$ cat src/rtl/muldiv_ctrl_if.sv
// Request/response bundle between the EX stage and the HI/LO multiply/divide sequencer.
interface muldiv_ctrl_if #(
    parameter int WIDTH = 32
);
    logic             start;
    logic [2:0]       op;
    logic [WIDTH-1:0] a;
    logic [WIDTH-1:0] b;
    logic             flush;
    logic             busy;
    logic             done;
    logic             hilo_we;
    logic [1:0]       hilo_wconfig;
    logic [WIDTH-1:0] hilo_hi;
    logic [WIDTH-1:0] hilo_lo;

    modport master (
        output start, op, a, b, flush,
        input  busy, done, hilo_we, hilo_wconfig, hilo_hi, hilo_lo
    );

    modport slave (
        input  start, op, a, b, flush,
        output busy, done, hilo_we, hilo_wconfig, hilo_hi, hilo_lo
    );
endinterface

$ cat src/rtl/muldiv_ctrl.sv
// HI/LO owner for the EX stage: single-cycle multiply, 32-step restoring divide,
// MTHI/MTLO, with a one-cycle write-back slot that flush can suppress.
module muldiv_ctrl #(
    parameter int WIDTH     = 32,
    parameter int DIV_ITERS = 32
) (
    input  logic          clk,
    input  logic          rst,
    muldiv_ctrl_if.slave  bus
);
    localparam int CW = $clog2(DIV_ITERS);
    localparam int W2 = 2 * WIDTH;

    localparam logic [2:0] OP_MULT  = 3'd0;
    localparam logic [2:0] OP_MULTU = 3'd1;
    localparam logic [2:0] OP_DIV   = 3'd2;
    localparam logic [2:0] OP_DIVU  = 3'd3;
    localparam logic [2:0] OP_MTHI  = 3'd4;
    localparam logic [2:0] OP_MTLO  = 3'd5;

    typedef enum logic [2:0] {
        S_IDLE = 3'd0,
        S_MUL  = 3'd1,
        S_DIV  = 3'd2,
        S_FIX  = 3'd3,
        S_WB   = 3'd4
    } state_e;

    state_e            state_q;
    logic [WIDTH-1:0]  a_q;
    logic [WIDTH-1:0]  b_q;
    logic [2:0]        op_q;
    logic [CW-1:0]     cnt_q;
    logic [WIDTH-1:0]  res_hi_q;
    logic [WIDTH-1:0]  res_lo_q;

    logic              op_valid;
    logic              op_sdiv;
    logic [WIDTH-1:0]  dividend_mag;
    logic [WIDTH-1:0]  divisor_mag;
    logic [WIDTH:0]    trial;
    logic              trial_ge;
    logic [WIDTH:0]    trial_diff;
    logic [WIDTH-1:0]  rem_d;
    logic signed [WIDTH:0]  mul_a;
    logic signed [WIDTH:0]  mul_b;
    logic signed [W2-1:0]   prod;
    logic [WIDTH-1:0]  quo_fix;
    logic [WIDTH-1:0]  rem_fix;

    assign op_valid     = (bus.op[2:1] != 2'b11);
    assign op_sdiv      = (op_q == OP_DIV);
    assign dividend_mag = ((bus.op == OP_DIV) && bus.a[WIDTH-1]) ? -bus.a : bus.a;
    assign divisor_mag  = (op_sdiv && b_q[WIDTH-1]) ? -b_q : b_q;

    // Remainder holds in res_hi_q; the dividend shifts out of res_lo_q while quotient bits shift in.
    assign trial      = {res_hi_q, res_lo_q[WIDTH-1]};
    assign trial_ge   = (trial >= {1'b0, divisor_mag});
    assign trial_diff = trial - {1'b0, divisor_mag};
    assign rem_d      = trial_ge ? trial_diff[WIDTH-1:0] : trial[WIDTH-1:0];

    assign mul_a = $signed({(op_q == OP_MULT) & a_q[WIDTH-1], a_q});
    assign mul_b = $signed({(op_q == OP_MULT) & b_q[WIDTH-1], b_q});
    assign prod  = W2'(mul_a) * W2'(mul_b);

    // Overflow (most-negative / -1) needs no special case: the magnitude quotient already is 0x80000000.
    assign quo_fix = (op_sdiv && (a_q[WIDTH-1] ^ b_q[WIDTH-1])) ? -res_lo_q : res_lo_q;
    assign rem_fix = (op_sdiv && a_q[WIDTH-1]) ? -res_hi_q : res_hi_q;

    // Sequencer state, captured operands, divide counter and result registers.
    always_ff @(posedge clk) begin
        if (rst) begin
            state_q  <= S_IDLE;
            a_q      <= '0;
            b_q      <= '0;
            op_q     <= 3'd0;
            cnt_q    <= '0;
            res_hi_q <= '0;
            res_lo_q <= '0;
        end else if ((state_q != S_IDLE) && bus.flush) begin
            state_q <= S_IDLE;
        end else begin
            case (state_q)
                S_IDLE: begin
                    if (bus.start && !bus.flush && op_valid) begin
                        a_q  <= bus.a;
                        b_q  <= bus.b;
                        op_q <= bus.op;
                        case (bus.op)
                            OP_MTHI: begin
                                res_hi_q <= bus.a;
                                state_q  <= S_WB;
                            end
                            OP_MTLO: begin
                                res_lo_q <= bus.a;
                                state_q  <= S_WB;
                            end
                            OP_DIV, OP_DIVU: begin
                                if (bus.b == '0) begin
                                    res_hi_q <= bus.a;
                                    res_lo_q <= '1;
                                    state_q  <= S_WB;
                                end else begin
                                    res_hi_q <= '0;
                                    res_lo_q <= dividend_mag;
                                    cnt_q    <= '0;
                                    state_q  <= S_DIV;
                                end
                            end
                            default: state_q <= S_MUL;
                        endcase
                    end
                end
                S_MUL: begin
                    {res_hi_q, res_lo_q} <= prod;
                    state_q <= S_WB;
                end
                S_DIV: begin
                    res_hi_q <= rem_d;
                    res_lo_q <= {res_lo_q[WIDTH-2:0], trial_ge};
                    cnt_q    <= cnt_q + 1'b1;
                    if (cnt_q == CW'(DIV_ITERS - 1)) begin
                        state_q <= S_FIX;
                    end
                end
                S_FIX: begin
                    res_lo_q <= quo_fix;
                    res_hi_q <= rem_fix;
                    state_q  <= S_WB;
                end
                S_WB:    state_q <= S_IDLE;
                default: state_q <= S_IDLE;
            endcase
        end
    end

    // Write port and status, decoded from the state register; flush kills the write in WB.
    always_comb begin
        bus.busy         = (state_q != S_IDLE);
        bus.hilo_hi      = res_hi_q;
        bus.hilo_lo      = res_lo_q;
        bus.hilo_we      = 1'b0;
        bus.done         = 1'b0;
        bus.hilo_wconfig = 2'b00;
        if (state_q == S_WB) begin
            bus.hilo_we = ~bus.flush;
            bus.done    = ~bus.flush;
            case (op_q)
                OP_MTHI: bus.hilo_wconfig = 2'b10;
                OP_MTLO: bus.hilo_wconfig = 2'b01;
                default: bus.hilo_wconfig = 2'b11;
            endcase
        end else begin
            bus.hilo_we      = 1'b0;
            bus.hilo_wconfig = 2'b00;
        end
    end
endmodule

$ cat src/flat_wrapper.sv
// flat-port wrapper written by rule: the top's interface ports become plain ports
module muldiv_ctrl_flat 
#(
    parameter int WIDTH     = 32,
    parameter int DIV_ITERS = 32
)
  (clk, rst, bus_start, bus_op, bus_a, bus_b, bus_flush, bus_busy, bus_done, bus_hilo_we, bus_hilo_wconfig, bus_hilo_hi, bus_hilo_lo);
  muldiv_ctrl_if #(.WIDTH(WIDTH)) bus_i ();
  input  logic clk;
  input  logic rst;
  input wire logic [$bits(bus_i.start)-1:0] bus_start;
  input wire logic [$bits(bus_i.op)-1:0] bus_op;
  input wire logic [$bits(bus_i.a)-1:0] bus_a;
  input wire logic [$bits(bus_i.b)-1:0] bus_b;
  input wire logic [$bits(bus_i.flush)-1:0] bus_flush;
  output wire logic [$bits(bus_i.busy)-1:0] bus_busy;
  output wire logic [$bits(bus_i.done)-1:0] bus_done;
  output wire logic [$bits(bus_i.hilo_we)-1:0] bus_hilo_we;
  output wire logic [$bits(bus_i.hilo_wconfig)-1:0] bus_hilo_wconfig;
  output wire logic [$bits(bus_i.hilo_hi)-1:0] bus_hilo_hi;
  output wire logic [$bits(bus_i.hilo_lo)-1:0] bus_hilo_lo;
  assign bus_i.start = bus_start;
  assign bus_i.op = bus_op;
  assign bus_i.a = bus_a;
  assign bus_i.b = bus_b;
  assign bus_i.flush = bus_flush;
  assign bus_busy = bus_i.busy;
  assign bus_done = bus_i.done;
  assign bus_hilo_we = bus_i.hilo_we;
  assign bus_hilo_wconfig = bus_i.hilo_wconfig;
  assign bus_hilo_hi = bus_i.hilo_hi;
  assign bus_hilo_lo = bus_i.hilo_lo;
  muldiv_ctrl #(.WIDTH(WIDTH), .DIV_ITERS(DIV_ITERS)) u_core (.clk(clk), .rst(rst), .bus(bus_i));
endmodule
$ cat config.mk
export PLATFORM = sky130hd
export DESIGN_NAME = muldiv_ctrl_flat
export DESIGN_NICKNAME = d
export VERILOG_FILES = /design/src/rtl/muldiv_ctrl_if.sv /design/src/rtl/muldiv_ctrl.sv /design/src/flat_wrapper.sv
export SDC_FILE = /design/constraint.sdc
export NUM_CORES = 2
export LEC_CHECK = 0
export ABC_AREA = 1
export BUFFER_PORTS_ARGS = -buffer_cell sky130_fd_sc_hd__buf_4
export CAP_MARGIN = 20
export CORE_MARGIN = 5
export CORE_UTILIZATION = 55
export CTS_CLUSTER_SIZE = 30
export DETAILED_ROUTE_END_ITERATION = 10
export PLACE_DENSITY = 0.74
export SYNTH_ARGS = -nofsm -noshare
export SYNTH_HDL_FRONTEND = slang
export SYNTH_SLANG_ARGS = --single-unit
$ cat constraint.sdc
create_clock -name clk -period 8.03 [get_ports clk]
set_clock_uncertainty 0.2 [all_clocks]
set_input_delay 0.4015 -clock clk [delete_from_list [all_inputs] [get_ports clk]]
set_output_delay 0.4015 -clock clk [all_outputs]
set_load 0.02 [all_outputs]
Word level (Yosys, flattened, before mapping)
Index checks and enable logic that the tools add are counted.
Storage, ports and cells
  logic and storage cells: 89
  input port bits: 71
  RAM bits: 0
  bits in read-only memories: 0
  latch bits: 0
  memories kept: 0
  output and inout port bits: 69
  register bits: 139
Operators by class
  multipliers: 1
  add/sub/neg operators: 6
  div/mod/pow operators: 0
  reductions and logical operators: 23
  magnitude comparators: 1
  mux-type cells: 25
  bitwise gates (word level): 5
  equality and inequality tests: 21
  shift operators: 0
Operators by type and width (count)
  two-way mux 32 bit: 9
  one-hot mux 32 bit (4 select lines): 2
  negation 32 bit: 4
  one-hot mux 32 bit (2 select lines): 2
  multiplier 33 x 33 -> 64 bit: 1
  greater-or-equal comparator 33 x 32 -> 1 bit: 1
  zero test 32 bit: 1
  subtractor 32 bit: 1
  == test 3 x 2 -> 1 bit, second input constant: 5
  == test 3 bit, second input constant: 5
  two-way mux 5 bit: 3
  AND reduction 5 bit: 3
  one-hot mux 5 bit (2 select lines): 1
  two-way mux 3 bit: 3
  one-hot mux 3 bit (3 select lines): 1
  inequality test 2 x 1 -> 1 bit, second input constant: 4
  OR reduction 2 bit: 4
  logical AND 1 bit: 7
  zero test 3 bit: 2
  inequality test 2 bit, second input constant: 3
  inequality test 3 bit, second input constant: 2
  one-hot mux 3 bit (2 select lines): 1
  adder 5 x 1 -> 5 bit, second input constant: 1
  == test 5 bit, second input constant: 1
  other kinds (13): 15

Depth between registers and ports, before layout
  word-level depth: 7
  gate-level depth with buffers: 38
  gate-level depth less buffers: 37

Worst setup path before layout
Ideal clock, no wire load.
  path kind: reg2reg
  start: register u_core.op_q[2]
  end: register u_core.res_hi_q[29], in the netlist u_core.bus.hilo_hi[29]
  data required time: 7698 ps
  arrival time: 7493 ps
  slack: 205 ps
  cell stages (with the launch flop): 31
  cell sequence: dfxtp_1 > clkbuf_1 > nor3_1 > nand2_1 > clkbuf_1 > nor2_1 > fa_1 > inv_1 > fa_1 > inv_1 > fa_1 > inv_1 > fa_1 > fa_1 > inv_1 > fa_1 > inv_1 > fa_1 > fa_1 > inv_1 > ha_1 > nand2_1 > nor3_1 > and3b_1 > nand2_1 > nand3_1 > nand2_1 > nand3_1 > nand3_1 > nand2_1 > a21oi_1
On the way
  word-level cells in the longest chain between the ends: 6
RTL lines
  start, declared: RTL line muldiv_ctrl.sv:32  | logic [2:0] op_q;
  start signal, assigned: RTL line muldiv_ctrl.sv:88  | op_q <= bus.op;
  branches (longest 6 deep; another with multiplier 33 x 33 -> 64 bit)
  end signal, assigned: RTL line muldiv_ctrl.sv:91  | res_hi_q <= bus.a;
  end signal, assigned: RTL line muldiv_ctrl.sv:100  | res_hi_q <= bus.a;
  end signal, assigned: RTL line muldiv_ctrl.sv:115  | {res_hi_q, res_lo_q} <= prod;
  end, declared: RTL line muldiv_ctrl.sv:34  | logic [WIDTH-1:0] res_hi_q;
Parallel ways; which one is timed is not known.
A chain may end at the register's enable or synchronous reset.

Final worst setup path
  start: register u_core.op_q[0]
  end: register u_core.res_hi_q[10], in the netlist u_core.bus.hilo_hi[10]
The elaborated chain is that of the path after synthesis.

==> results.cfg <==
[status]
outcome = finished, final reports clean

[drt]
drc_errors = 0
detail_route.wirelength_mm = 187
vias_per_cell = 5.44
drt_iter0_drc = 4460
dr_total_vias = 48900
wl_per_cell_um = 20.8
first_pass_iters = 6
final_antenna_net_count = 0

[flow_run]
maxCapViolCount = 0

[synthesis]
synth_edf_count = 0
synthCells = 7572
synth_compound_area_share_pct = 5.05
synth_top_family_by_area = adder cells
async_reset_ff_share_pct = 0
synthMuxAreaShare_pct = 0
synth_area_leaders = fa_1 (42%), nand2_1 (15%), inv_1 (14%), ha_1 (5.9%), dfxtp_1 (5.2%)
yosys.cell_types.count = 50
ys_warn_count = 0
seq_area_frac_synth_pct = 5.20
synth_top_area_share_pct = 42.2
synth_simple_gate_area_share_pct = 23.4
synth_top_area_cell = fa_1
synth_area_um2 = 53500
synth_fa_ha_area_share_pct = 48.1
syn_nets = 9023
synth.most_common_cell = nand2_1
synthFlopType = dfxtp_1
ys_top_cells_by_count = nand2_1 (2141), inv_1 (2022), fa_1 (1126)
postSynthAreaPerCell_um2 = 7.06
synth_xor_xnor_area_share_pct = 1.33
ys_ff_latch = 139

[place]
gp_congestion = 1.03
dp_hpwl_mm = 159
dp_cells = 8911
numPortBuffers = 139
dp_slack_ns = -0.0278

[floorplanning]
dieWidth_um = 322
ios = 140
start_util_pct = 55.4
core_area_um2 = 96600
die_h_um = 322
die_area_um2 = 104000
row_count = 114

[min_path]
holdCritPathClass = input pin to register
hp-start = bus_b[15]

[critical_path]
startpoint = u_core.op_q[0]$_SDFFE_PP0P_
endpoint = u_core.bus.hilo_hi[10]$_SDFFE_PP0P_
critPathMaxStageDelay_ns = 0.63
cp-end-kind = register
cp_max_fo = 12
r2r-end = u_core.bus.hilo_hi[10]$_SDFFE_PP0P_
cp_slowest_cell = fa_1
setup.worst_path.start_class = register
crit_arrival_ns = 8.00
path_class = register to register
rr_worst_depth = 32
r2r-start = u_core.op_q[0]$_SDFFE_PP0P_
r2r_setup_slack_ns = 0.17
critical_path_required_ns = 8.17
path_common_cell = fa_1

[grt]
grt_overflow_total = 0
grt_use_met1_pct = 48.8
met2_usage_pct = 60.4
grt_usage_pct = 36.7
antenna_found_initial = 8
grt_pass1_vias = 50500
grt.busiest_layer = met2
met3_usage_pct = 6.24
grt_pass1_wl_mm = 293
grt_max_degree = 82

[power]
power_leakage_uw = 0.0310
finalPower_uw = 6980
sw_frac_of_total_pct = 56.6
p_clk_share_pct = 12.7
switchingPower_uw = 3950
seq_power_share_pct = 12.1
ir_drop_v = 0.000213
p_comb_share_pct = 75.2
internal_power_uw = 3030
power_density_nw_per_um2 = 119

[cts]
cts.path.max_buffers = 2
cts.reportedPaths.clkPinSlew_ns = 0.08
cts_tree = done
root_buffer = clkbuf_16
cts_max_level = 4
cts.sinks = 139
numCtsBuffers = 17
clk_latency_ns = 0.50

[timing]
fin_hold_ws_ns = 0.0257
timing.final.max_slew_violations = 0
fin_crit_sh_pct = 97.9
hold_viol_final = 0
fin_tns_setup_ns = 0
max_freq_ghz = 0.127
min_period_ns = 7.86
relSlewSlack_pct = 21.0
rsz0062_at_grt = true
setup-violations-final = 0
worstMarginPinSlew_ns = 1.17
setup_slack_ns = 0.168

[layout]
fin_nets = 9138
drive_gt1_share_pct = 7.61
syn2layout_area_growth_pct = 9.81
fin_cells = 8981
==> registers in the layout, indices dropped and copies added (netlist names) <==
signal / cells
u_core.a_q: 32
u_core.b_q: 32
u_core.bus.hilo_hi: 32
u_core.bus.hilo_lo: 32
u_core.cnt_q: 5
u_core.op_q: 3
u_core.state_q: 3
==> cells in the final DEF (no fill, tap or decap), types with 6 or more instances in the layout <==
| cell type | synthesis | final |
|---|---|---|
| nand2_1 | 2141 | 2130 |
| inv_1 | 2022 | 2015 |
| fa_1 | 1126 | 1123 |
| nor2_1 | 398 | 380 |
| buf_4 | 4 | 368 |
| nand3_1 | 328 | 324 |
| a21oi_1 | 273 | 266 |
| ha_1 | 254 | 248 |
| o21ai_0 | 147 | 144 |
| dfxtp_1 | 139 | 131 |
| nand4_1 | 74 | 74 |
| xor2_1 | 60 | 60 |
| buf_12 | 0 | 53 |
| nor3_1 | 48 | 42 |
| dlygate4sd3_1 | 0 | 24 |
| xnor2_1 | 21 | 21 |
| o21ai_1 | 17 | 19 |
| or2_2 | 18 | 18 |
| nand3b_1 | 18 | 18 |
| inv_2 | 14 | 17 |
| clkbuf_16 | 0 | 17 |
| nor2_2 | 4 | 15 |
| nand2_2 | 4 | 15 |
| a31oi_1 | 14 | 14 |
| o2111ai_1 | 11 | 11 |
| nor4_1 | 13 | 10 |
| a21oi_2 | 3 | 10 |
| nor3_2 | 6 | 9 |
| nor2_4 | 2 | 9 |
| o211ai_1 | 9 | 9 |
| o21bai_1 | 9 | 9 |
| and2_1 | 8 | 8 |
| dfxtp_2 | 0 | 8 |
| clkinv_8 | 0 | 7 |
| o31ai_1 | 6 | 6 |
| ha_2 | 0 | 6 |
==> logic make-up after synthesis <==
logic type	after synthesis
compound gates	505
flops	139
xor+xnor	81
buf+inv	2390
simple gates	3077
fa+ha+maj	1380
==> critical path, delay by kind of cell (launching register included) <==
family	cells	cell delay, ns
adders and majority gates	9	4.38
and+or+nand+nor	13	1.68
buffers and inverters	9	1.05
DFF	1	0.34
AOI/OAI and AO/OA	1	0.06
==> through the flow <==
stage / util (%) / instance area (um2)
global placement: 59.5 / 57500
CTS: 60.5 / 58400
detailed placement: 59.5 / 57500
floorplan: - / 53500
finish: 60.8 / 58700
global route: 60.8 / 58700
==> worst min-delay path by stage <==
stage / endpoint / cells past startpoint
detailed placement: u_core.bus.hilo_lo[0]$_SDFFE_PP0P_ / 2
finish: u_core.b_q[15]$_SDFFE_PP0P_ / 3
floorplan: u_core.cnt_q[0]$_SDFFE_PP0P_ / 2
global route: u_core.a_q[30]$_SDFFE_PP0P_ / 3
global placement: u_core.cnt_q[0]$_SDFFE_PP0P_ / 2
CTS: u_core.b_q[3]$_SDFFE_PP0P_ / 3
==> metal layers <==
metal	vias up	routed length, um	share of wire (%)
li1	22100	-	-
met1	24200	74000	40
met2	2200	87800	47
met3	409	16100	8.6
met4	4	9010	4.8
met5	-	26	0.014
==> area by class of cell <==
type | count | area (um2)
fill | 9038 | 37900
clock buffer | 17 | 425
inverter | 2039 | 7670
sequential | 139 | 2790
multi-input combinational | 5043 | 41900
antenna | 5 | 12.5
timing repair buffer | 447 | 4100
tap | 1276 | 1600
clock inverter | 15 | 196
==> power by group through the flow <==
stage	Combinational [uW]	Sequential [uW]	Clock [uW]
global placement	5010	857	0
finish	5250	845	886
floorplan	3180	808	0
detailed placement	5050	855	0
global route	5770	848	916
CTS	5120	840	890
==> what timing repair did <==
action / in CTS / in global routing
pin swaps: 0 / 1
resized for setup: 8 / 73
hold endpoints to repair: 24 / 0
hold buffers: 24 / 0
buffers inserted: 2 / 6
endpoints found under the setup margin: 5 / 40
(Power assumes the default switching activity.)
